==> config.mk <==
export PLATFORM = sky130hd
export DESIGN_NAME = mult_seq_32
export DESIGN_NICKNAME = d
export VERILOG_FILES = /design/src/rtl/mult_pkg.sv /design/src/rtl/sll_64.sv /design/src/rtl/mult_seq_32.sv
export SDC_FILE = /design/constraint.sdc
export NUM_CORES = 1
export LEC_CHECK = 0
export BUFFER_PORTS_ARGS = -buffer_cell sky130_fd_sc_hd__buf_4
export CORE_AREA = 5 5 172 174
export CTS_BUF_LIST = sky130_fd_sc_hd__clkbuf_8
export DETAILED_ROUTE_END_ITERATION = 10
export DIE_AREA = 0 0 177 179
export MAX_ROUTING_LAYER = met4
export PLACE_DENSITY = 0.85
export SKIP_LAST_GASP = 1
export SLEW_MARGIN = 20
export SYNTH_ARGS = -nofsm -noshare
export SYNTH_HDL_FRONTEND = slang
export SYNTH_SLANG_ARGS = --single-unit
==> constraint.sdc <==
create_clock -name clock -period 12.7 [get_ports clock]
set_clock_uncertainty 0.2 [all_clocks]
set_input_delay 0.635 -clock clock [delete_from_list [all_inputs] [get_ports clock]]
set_output_delay 0.635 -clock clock [all_outputs]
set_load 0.05 [all_outputs]
==> src/rtl/mult_pkg.sv <==
// mult_pkg: shared definitions for the sequential signed multiplier.
//   WIDTH      - operand width in bits
//   PROD_WIDTH - full product width (2*WIDTH)
//   COUNT_W    - width of the RUN-phase step counter
//   state_t    - FSM state encoding (IDLE, RUN, DONE)
//   mag()      - two's-complement magnitude; the most negative value maps
//                to its unsigned magnitude (2^(WIDTH-1)), never saturated.
package mult_pkg;

    localparam int WIDTH      = 32;
    localparam int PROD_WIDTH = 2 * WIDTH;
    localparam int COUNT_W    = 5;

    typedef enum logic [1:0] {
        ST_IDLE = 2'd0,
        ST_RUN  = 2'd1,
        ST_DONE = 2'd2
    } state_t;

    function automatic logic [WIDTH-1:0] mag(input logic [WIDTH-1:0] v);
        return v[WIDTH-1] ? (~v + WIDTH'(1)) : v;
    endfunction

endpackage

==> src/rtl/sll_64.sv <==
// sll_64: 64-bit logical shift left by one, purely combinational.
//   d - input word
//   q - d shifted left one place, bit 0 filled with zero
module sll_64 (
    input  logic [63:0] d,
    output logic [63:0] q
);

    assign q[0] = 1'b0;

    generate
        for (genvar gi = 1; gi < 64; gi++) begin : g_shift
            assign q[gi] = d[gi-1];
        end
    endgenerate

endmodule

==> src/rtl/mult_seq_32.sv <==
// mult_seq_32: sequential signed multiplier, one shift-add step per cycle.
// Operands are converted to magnitudes at start, multiplied unsigned over
// WIDTH RUN cycles, and the sign is applied in a single DONE cycle.
//   clock        - rising-edge clock
//   reset_n      - synchronous active-low reset
//   start        - begin a multiply (honoured only while ready=1)
//   multiplicand - signed operand A, sampled with start
//   multiplier   - signed operand B, sampled with start
//   ready        - idle and able to accept start
//   result_valid - one-cycle pulse marking a new product
//   product      - full signed product A*B, held until the next result
//   result       - low WIDTH bits of product
//   overflow     - product does not fit in WIDTH signed bits
module mult_seq_32 #(
    parameter int WIDTH = mult_pkg::WIDTH
) (
    input  logic                 clock,
    input  logic                 reset_n,
    input  logic                 start,
    input  logic [WIDTH-1:0]     multiplicand,
    input  logic [WIDTH-1:0]     multiplier,
    output logic                 ready,
    output logic                 result_valid,
    output logic [2*WIDTH-1:0]   product,
    output logic [WIDTH-1:0]     result,
    output logic                 overflow
);

    import mult_pkg::*;

    localparam int PROD_W = 2 * WIDTH;

    localparam logic [1:0] S_IDLE = 2'(ST_IDLE);
    localparam logic [1:0] S_RUN  = 2'(ST_RUN);
    localparam logic [1:0] S_DONE = 2'(ST_DONE);

    logic [1:0]         state_reg;
    logic [PROD_W-1:0]  acc_reg;
    logic [PROD_W-1:0]  mcand_reg;
    logic [WIDTH-1:0]   mplier_reg;
    logic [COUNT_W-1:0] count_reg;
    logic               sign_reg;
    logic [PROD_W-1:0]  product_reg;
    logic               overflow_reg;
    logic               result_valid_reg;

    logic [PROD_W-1:0]  mcand_shl;
    logic [PROD_W-1:0]  acc_sum;
    logic [PROD_W-1:0]  acc_neg;
    logic [PROD_W-1:0]  product_next;
    logic [PROD_W-WIDTH:0] upper_bits;
    logic               overflow_next;

    sll_64 u_sll (
        .d (mcand_reg),
        .q (mcand_shl)
    );

    assign acc_sum = acc_reg + mcand_reg;
    // Negating zero yields zero, so a zero magnitude never turns nonzero.
    assign acc_neg = ~acc_reg + PROD_W'(1);
    assign product_next = sign_reg ? acc_neg : acc_reg;

    // Fits in WIDTH signed bits only when the top bits and the result's
    // sign bit are all copies of one another.
    assign upper_bits    = product_next[PROD_W-1:WIDTH-1];
    assign overflow_next = !((&upper_bits) || !(|upper_bits));

    always_ff @(posedge clock) begin
        if (!reset_n) begin
            state_reg        <= S_IDLE;
            acc_reg          <= '0;
            mcand_reg        <= '0;
            mplier_reg       <= '0;
            count_reg        <= '0;
            sign_reg         <= 1'b0;
            product_reg      <= '0;
            overflow_reg     <= 1'b0;
            result_valid_reg <= 1'b0;
        end else begin
            result_valid_reg <= 1'b0;
            case (state_reg)
                S_IDLE: begin
                    if (start) begin
                        mcand_reg  <= {{(PROD_W-WIDTH){1'b0}}, mag(multiplicand)};
                        mplier_reg <= mag(multiplier);
                        sign_reg   <= multiplicand[WIDTH-1] ^ multiplier[WIDTH-1];
                        acc_reg    <= '0;
                        count_reg  <= '0;
                        state_reg  <= S_RUN;
                    end
                end
                S_RUN: begin
                    if (mplier_reg[0]) begin
                        acc_reg <= acc_sum;
                    end
                    mcand_reg  <= mcand_shl;
                    mplier_reg <= mplier_reg >> 1;
                    count_reg  <= count_reg + COUNT_W'(1);
                    // Always a full WIDTH steps, even for zero operands.
                    if (count_reg == COUNT_W'(WIDTH - 1)) begin
                        state_reg <= S_DONE;
                    end
                end
                S_DONE: begin
                    product_reg      <= product_next;
                    overflow_reg     <= overflow_next;
                    result_valid_reg <= 1'b1;
                    state_reg        <= S_IDLE;
                end
                default: begin
                    state_reg <= S_IDLE;
                end
            endcase
        end
    end

    assign ready        = (state_reg == S_IDLE);
    assign result_valid = result_valid_reg;
    assign product      = product_reg;
    assign result       = product_reg[WIDTH-1:0];
    assign overflow     = overflow_reg;

endmodule

Word-level counts from Yosys, hierarchy flattened
Index checks and enable logic that the tools add are counted.

Register bits: 234.

Add/sub/neg operators: 5. Equal/unequal tests: 6. Multiplexer cells: 16. Bitwise logic cells: 4. Reduce and logical (&&, ||, !) cells: 11.

Operators with widths (number): two-way mux 64 bit (4); one-hot mux 64 bit (2 select lines) (2); two-way mux 32 bit (3); adder 32 x 1 -> 32 bit (second input constant) (2); adder 64 x 1 -> 64 bit (second input constant) (1); adder 64 bit (1); NOT 32 bit (2); NOT 64 bit (1); one-hot mux 32 bit (2 select lines) (1); AND reduction 33 bit (1); OR reduction 33 bit (1); one-hot mux 5 bit (2 select lines) (1); != test 2 bit (second input constant) (3); AND reduction 2 bit (3); adder 5 x 1 -> 5 bit (second input constant) (1); equality test 5 bit (second input constant) (1); two-way mux 5 bit (1); two-way mux 2 bit (2); one-hot mux 2 bit (2 select lines) (1); AND reduction 3 bit (1); equality test 2 x 1 -> 1 bit (second input constant) (1); equality test 2 bit (second input constant) (1); zero test 1 bit (2); zero test 2 bit (1); other kinds (4) (4).

Depth between registers and ports, before layout
Gate-level depths: netlist (run 1).

Word-level depth: 7. Gate-level depth with buffers: 13. Mapped depth without buffers: 13.

By module
A second synthesis (run 1) with hierarchy kept.

Cell total of the unflattened synthesis: 1779. Area total of the unflattened synthesis: 14914.3 um2.

By module, submodules not included: mult_seq_32 (instances 1, cells each 1714, area an instance 14430.1 um2, sequential area each 4684.5 um2); sll_64 (instances 1, cells each 65, area an instance 484.2 um2, sequential area each 0.0 um2).

Least setup slack after synthesis (run 1)
Ideal clock, no wire load.

Path type: flip-flop to flip-flop. Start: register acc_reg[1]. End: register overflow_reg (netlist: overflow). Arrival: 3668 ps. Slack: 8700 ps. Cell stages (with the launch flop): 12. Path buffers: 0. Cells stage by stage: dfxtp_1 -> inv_1 -> ha_1 -> or4b_2 -> or4_2 -> nor4_1 -> a21oi_1 -> xnor2_1 -> nand4_1 -> or4_1 -> nor4_1 -> o32ai_1.

Cells in the longest elaborated chain, start to end: 7. Elaborated cells on any way between the ends: 8.

Ends and longest elaborated chain: start, declared (line mult_seq_32.sv:38) `logic [PROD_W-1:0] acc_reg;`; start signal, assigned (line mult_seq_32.sv:95) `acc_reg <= acc_sum;`; NOT 64 bit * (line mult_seq_32.sv:61) `assign acc_neg = ~acc_reg + PROD_W'(1);`; adder 64 x 1 -> 64 bit * (line mult_seq_32.sv:61); two-way mux 64 bit * (line mult_seq_32.sv:62) `assign product_next = sign_reg ? acc_neg : acc_reg;`; OR reduction 33 bit (line mult_seq_32.sv:67) `assign overflow_next = !((&upper_bits) || !(|upper_bits));`; zero test 1 bit (line mult_seq_32.sv:67); logical OR 1 bit * (line mult_seq_32.sv:67); zero test 1 bit * (line mult_seq_32.sv:67); end signal, assigned (line mult_seq_32.sv:107) `overflow_reg <= overflow_next;`; end, declared (line mult_seq_32.sv:44) `logic overflow_reg;`.

Mark *: on every way between the ends. The rest lies on a longest branch, timed or not. A chain may end at the register's enable or synchronous reset.

Final worst setup path (run 1)
Same ends and word-level chain as after synthesis.

==> impl_metrics.yaml, run 1 <==
routing:
  vias: 14520
  wl_um: 42100
  first_pass_iters: 5
  drc: 0
  viasPerCell: 6.192
  ant_nets: 0
  wl_per_cell_um: 17.95
  first_iter_violations: 1321
global_route:
  grt_max_degree: 127
  grt_overflow: 0
  antenna_found_initial: 0
  grt_pass1_wl_um: 68430
  grt_pass1_vias: 13350
  grt_usage: 0.2656
layout:
  antenna_cells: 0
  fill_cells: 2474
  final_cell_mix: "dfxtp_1, buf_4, a21oi_1"
  utilization: 0.6102
  syn_to_final_growth_pct: 12.49
  layout-drive-gt1-share: 0.1347
  final_cells: 2345
  final_common_cell: "dfxtp_1"
  fin_nets: 2073
  final_area_um2: 16860
critical_path:
  cp_common_cell: "nor4_1"
  critical_path.startpoint_type: "register"
  crit_chain: "inv_1 > ha_1 > or4b_2 > or4_2 > nor4_1 > a21oi_1 > xnor2_1 > nand4_1 > or4_1 > nor4_1 > o32ai_1"
  cp_top_family: "simple AND/OR/NAND/NOR gates"
  max_stage_delay_ps: 870
  critical_path_class: "reg2reg"
  worst_path_max_delay_cell: "nor4_1"
  worst-path-buf-inv: 1
  cp_max_fo: 5
  endpoint_kind: "register"
  cp.required_ps: 12880
  critPathArrivalTime_ps: 5030
placement:
  port_buffers: 165
  place_congestion: 0.9972
  dp.cells: 2273
  placed_cell_area_um2: 16080
  detailed_place_hpwl_um: 30980
power_and_ir_drop:
  vdd_drop_max_uv: 53.22
  intPower_mw: 1.209
  leakage_nw: 7.068
  sw_frac_of_total: 0.2888
  switching_power_mw: 0.4910
  finalPower_mw: 1.700
  combPwrFrac: 0.151
  p_seq_frac: 0.459
  powerDensity_nw_per_um2: 100.8
  power.share.clock: 0.390
clock_network:
  cts.clk_slew.worst_paths_ps: 60
  cts.root.buffer_cell: "clkbuf_8"
  cts_buffer_depth: 3
  clock_latency_ps: 550
  cts_resized: 0
  cts_tree: "yes"
  cts.htree.levels: 2
  holdBufCountCts: 0
  clkSinkCount: 234
  postCtsSetupRepairBufs: 0
  numCtsBuffers: 40
yosys:
  synth.distinct_cells: 79
  yosysWarnings: 0
  syn_inst: 1873
  ys_seq_area_frac: 0.3125
  synth-seq-cells: 234
  syn_nets: 2009
  synth_edf_count: 0
  async_flop_share: 0
  synth_area_per_cell_um2: 8.002
  ys.flop_type: "dfxtp_1"
  syn_area_um2: 14990
floorplan:
  core_um2: 27630
  floorplan.initialDensity: 0.5425
  dieArea_um2: 31680
  die_h_um: 179
  num_io_pins: 166
  die_w_um: 177
  rows: 61
timing:
  rsz0062_at_grt: "no"
  drv_slew: 0
  setup_viol: 0
  max_freq_ghz: 0.2064
  setup_tns_ps: 0
  hold_viol: 0
  layout_min_cycle_time_ps: 4845
  slew_headroom: 0.3306
  post-route-period-util: 0.3815
  worst_pin_slew_ps: 995.0
status:
  status: "finished clean"
run:
  cap_violations: 0
worst_hold_path:
  hold_class: "in2reg"
==> cell type report <==
type | count | area (µm²) | area share
multi-input cells | 1453 | 9469 | 0.5616
inverters | 30 | 112.6 | 0.006679
clock inverters | 25 | 132.6 | 0.007866
clock buffers | 47 | 646.9 | 0.03837
well taps | 378 | 473.0 | 0.02805
repair buffers | 178 | 1340 | 0.07948
flip-flops and latches | 234 | 4686 | 0.2779
==> power by group through the flow <==
stage,logic (mW),registers [mW],clock network (mW)
6_report,0.257,0.781,0.662
3_3_place_gp,0.247,0.795,0
4_1_cts,0.254,0.780,0.674
3_5_place_dp,0.252,0.796,0
2_1_floorplan,0.186,0.787,0
5_1_grt,0.283,0.783,0.711
==> worst paths after layout <==
path	start	endpoint	slack [ps]	depth (start not counted)
max	acc_reg[1]	overflow	7860	11
max reg2reg	acc_reg[1]	overflow	7860	11
min	multiplicand[0]	mcand_reg[0]	190	3
min reg2reg	mcand_reg[48]	mcand_reg[49]	280	2
==> per-stage QoR <==
step           setup slack, ps  hold WS, ps
2_1_floorplan             8700        246.0
3_3_place_gp              8128        263.1
3_5_place_dp              7892        274.2
4_1_cts                   7897        162.8
5_1_grt                   7657        190.8
6_report                  7855        188.9
==> synthesized netlist by cell type, drive strengths merged, types with 14 or more instances <==
cell type  instances  area, µm²
nor3              24      120.1
nand3             72      360.4
dfxtp            234       4684
o31ai             37      277.8
o211a             14      140.1
nand4             25      156.4
nor4              21      131.4
a211oi            53      397.9
inv               29      108.9
clkbuf           109      412.9
ha                68      850.8
nor2b             42      262.8
a21o              40      300.3
o221ai            58      508.0
or3               36      227.7
or2               14      87.58
nand2b            14      87.58
o21bai            14      105.1
xnor2             43      376.6
a21oi            173      865.8
buf               45      305.3
nor2             127      476.7
o41ai             16      147.7
nand2            172      645.6
o21ai             98      490.5
or4               17      140.1
xor2             120       1051
a22oi             33      247.7
==> worst register-to-register path: stages (launching register included) <==
cell     delay [ps]
dfxtp_1         350
inv_1           140
ha_1            240
or4b_2          680
or4_2           700
nor4_1          880
a21oi_1         180
xnor2_1         330
nand4_1         110
or4_1           430
nor4_1          340
o32ai_1         140
==> cell families (layout without fill, tap and decap cells) <==
group / after synthesis / after routing / share of synthesized area
AO/OA/AOI/OAI: 612 / 612 / 0.2741
AND/OR/NAND/NOR: 602 / 602 / 0.1985
flip-flops: 234 / 234 / 0.3125
buffers and inverters: 186 / 280 / 0.05676
XOR/XNOR: 163 / 163 / 0.09525
adder cells (fa/ha/maj): 69 / 69 / 0.05810
multiplexers: 7 / 7 / 0.004675
==> per-layer routing <==
layer	global-route usage	vias up	part of all wire
li1	-	7035	-
met1	0.3656	6782	0.45
met2	0.4018	611	0.44
met3	0.05103	93	0.091
met4	0.07318	0	0.022
met5	-	-	0
Power figures use the tool's default switching activity.
==> inputs of run 2 (changes only) <==
--- a/config.mk
+++ b/config.mk
@@ -5,13 +5,14 @@
 export SDC_FILE = /design/constraint.sdc
 export NUM_CORES = 1
 export LEC_CHECK = 0
+export ABC_AREA = 1
 export BUFFER_PORTS_ARGS = -buffer_cell sky130_fd_sc_hd__buf_4
-export CORE_AREA = 5 5 172 174
+export CORE_AREA = 5 5 182 184
 export CTS_BUF_LIST = sky130_fd_sc_hd__clkbuf_8
 export DETAILED_ROUTE_END_ITERATION = 10
-export DIE_AREA = 0 0 177 179
+export DIE_AREA = 0 0 187 189
 export MAX_ROUTING_LAYER = met4
-export PLACE_DENSITY = 0.85
+export PLACE_DENSITY = 0.88
 export SKIP_LAST_GASP = 1
 export SLEW_MARGIN = 20
 export SYNTH_ARGS = -nofsm -noshare
==> constraint.sdc (replaced) <==
create_clock -name clock -period 4.3 [get_ports clock]
set_clock_uncertainty 0.2 [all_clocks]
set_input_delay 0.215 -clock clock [delete_from_list [all_inputs] [get_ports clock]]
set_output_delay 0.215 -clock clock [all_outputs]
set_load 0.05 [all_outputs]
==> run 2 against run 1 <==
Cell area up 19%. Via count up 36%. Non-clock buffer count up 96. Critical endpoint is now mplier_reg[30]. Global-route usage up 8.1 points. Combinational power rose to 4.0 times the previous value. Critical path depth up 5. Hold slack worse by 150 ps. First-iteration DRC count up 41%.
==> impl_metrics.yaml, run 2 <==
timing:
  rsz0062_at_grt: "no"
  setup_slack_ps: 829.2
  fin_hold_ws_ps: 37.70
  hold_viol: 0
  slew_headroom: 0.4011
  setup_tns_ps: 0
  layout_min_cycle_time_ps: 3471
  setup_viol: 0
  post-route-period-util: 0.8072
  max_freq_ghz: 0.2881
  drv_slew: 0
  worst_pin_slew_ps: 896.2
global_route:
  grt_pass1_wl_um: 97820
  grt_overflow: 0
  grt_max_degree: 80
  grt_usage: 0.3465
  antenna_found_initial: 0
  grt_pass1_vias: 18800
power_and_ir_drop:
  finalPower_mw: 5.617
  vdd_drop_max_uv: 168.3
  leakage_nw: 9.316
  powerDensity_nw_per_um2: 279.2
yosys:
  post-synth-top-count-cell: "nand2_1"
  ys_seq_area_frac: 0.2758
  syn_area_um2: 16990
  synth_edf_count: 0
  synth_top_area_share: 0.2758
  synth_top_area_cell: "dfxtp_1"
  synthTopCellsByArea: "dfxtp_1, nand2_1, nor2_1"
  synth_area_per_cell_um2: 6.245
  synth_commonest_cells: "nand2_1, nor2_1, inv_1"
  syn_nets: 2856
  synth-seq-cells: 234
  syn_inst: 2720
  synth.distinct_cells: 57
  yosysWarnings: 0
  async_flop_share: 0
  ys.flop_type: "dfxtp_1"
floorplan:
  num_io_pins: 166
  die_h_um: 189
  dieArea_um2: 35340
  die_w_um: 187
  floorplan.initialDensity: 0.5439
  core_um2: 31230
  rows: 65
layout:
  fin_nets: 3051
  final_cell_mix: "nand2_1, nor2_1, inv_1"
  final_area_um2: 20120
  final_common_cell: "nand2_1"
  fill_cells: 2827
  syn_to_final_growth_pct: 18.44
  ff_latch_area_um2: 4686
  layout-drive-gt1-share: 0.1240
  multi_input_area_um2: 10650
clock_network:
  clock_latency_ps: 590
  postCtsSetupRepairBufs: 0
  cts_tree: "yes"
  numCtsBuffers: 42
  cts.htree.levels: 2
  clkSinkCount: 234
  cts.clk_slew.worst_paths_ps: 60
  cts.root.buffer_cell: "clkbuf_8"
  cts_buffer_depth: 3
critical_path:
  rr_endpoint: "mcand_reg[28]"
  worstRegToRegCells: 10
  cp_max_fo: 5
  critical_path.startpoint_type: "input pin"
  cp.required_ps: 4620
  max_stage_delay_ps: 590
  crit_chain: "dlygate4sd3_1 > buf_4 > inv_1 > ha_1 > inv_1 > nor3_1 > nand3_1 > nor2_1 > nand3b_1 > nor2_1 > a21oi_1 > inv_1 > nand3_1 > dlygate4sd3_1 > a21oi_1 > dlygate4sd3_1"
  rrSetupSlack_ps: 890
  worst_path_max_delay_cell: "dlygate4sd3_1"
  critical_path_class: "in2reg"
  endpoint_kind: "register"
  critPathArrivalTime_ps: 3790
  r2r_start: "state_reg[1]"
worst_hold_path:
  hold_class: "in2reg"
  whs_path_depth: 5
  min_delay_worst_endpoint: "mplier_reg[13]"
  hold_path.startpoint: "multiplier[31]"
routing:
  first_pass_iters: 6
  first_iter_violations: 1857
  wl_per_cell_um: 18.50
  ant_nets: 0
  wl_um: 61910
  viasPerCell: 5.906
  drc: 0
  vias: 19770
status:
  status: "finished clean"
placement:
  placed_cell_area_um2: 18260
  detailed_place_hpwl_um: 46770
  port_buffers: 165
  dpl_worst_slack_ps: 1396
  place_congestion: 1.094
run:
  cap_violations: 0
-- run 2: changes by cell type in the layout (fill, tap and decap cells not counted), moves of 33 or more --
| cell | delta |
|---|---|
| a211oi_1 | -50 |
| a21oi_1 | +84 |
| dlygate4sd3_1 | +95 |
| inv_1 | +236 |
| nand2_1 | +441 |
| nand3_1 | +70 |
| nor2_1 | +248 |
| nor2b_1 | -40 |
| o21ai_0 | +135 |
| o31ai_1 | -33 |
| or2_2 | +37 |
| or3_1 | -34 |
| xnor2_1 | -41 |
| xor2_1 | -91 |
-- run 2: stage by stage --
| stage | util | cells |
|---|---|---|
| after floorplan | - | 2720 |
| after global placement | 0.5847 | 3178 |
| after detailed placement | 0.5847 | 3178 |
| after CTS | 0.6442 | 3346 |
| after global routing | 0.6442 | 3346 |
| final | 0.6442 | 3347 |
-- run 2: timing repair --
| item | 4_1_cts | 5_1_grt |
|---|---|---|
| endpoints found under the hold margin | 71 | 0 |
| hold buffers | 95 | 0 |
| resized for setup | 0 | 0 |
-- run 2: cell families (layout without fill, tap and decap cells) --
family | Yosys count | in the layout | share of synthesized area
AO/OA/AOI/OAI | 683 | 683 | 0.2346
XOR/XNOR | 32 | 32 | 0.01694
adder cells (fa/ha/maj) | 69 | 69 | 0.05127
buffers and inverters | 408 | 632 | 0.09870
flip-flops | 234 | 234 | 0.2758
other | 0 | 1 | 0
AND/OR/NAND/NOR | 1294 | 1294 | 0.3227
-- run 2: worst max path at each step --
stage | cells past startpoint | slack (ps) | startpoint | end
after CTS | 10 | 970 | state_reg[1] | mcand_reg[28]
after detailed placement | 15 | 1400 | acc_reg[0] | acc_reg[58]
after global placement | 15 | 1430 | acc_reg[0] | acc_reg[58]
after global routing | 16 | 640 | multiplier[1] | mplier_reg[30]
final | 16 | 830 | multiplier[1] | mplier_reg[30]
after floorplan | 9 | 1740 | state_reg[0] | mplier_reg[22]
-- run 2: metal layers --
layer  up-vias  part of all wire  global-route usage
met5         -                 0                   -
met4         0             0.064              0.1866
met3       267             0.081             0.05052
met2      1015              0.46              0.5782
met1      9006              0.39              0.4058
li1       9478                 -                   -
-- run 2: final cells by class --
cell class | instances | share of cell area
Clock buffer | 56 | 0.03831
Tap cell | 402 | 0.02500
Sequential cell | 234 | 0.2329
Timing Repair Buffer | 274 | 0.1147
Multi-Input combinational cell | 2078 | 0.5291
Clock inverter | 17 | 0.006716
Antenna cell | 1 | 0.0001244
Inverter | 285 | 0.05317
-- run 2: power by group --
| part | leakage [nW] | internal, mW | total (mW) | switching (mW) |
|---|---|---|---|---|
| sequential | 1.90 | 2.24 | 2.32 | 0.0762 |
| clock | 0.497 | 1.28 | 2.28 | 0.999 |
| combinational | 6.92 | 0.368 | 1.02 | 0.652 |
| total | 9.32 | 3.89 | 5.62 | 1.73 |
-- run 2: critical path: cells and delay by family --
kind | cells | cell delay [ps]
buf+inv | 7 | 2130
compound gates | 2 | 300
simple gates | 6 | 1010
fa+ha+maj | 1 | 140
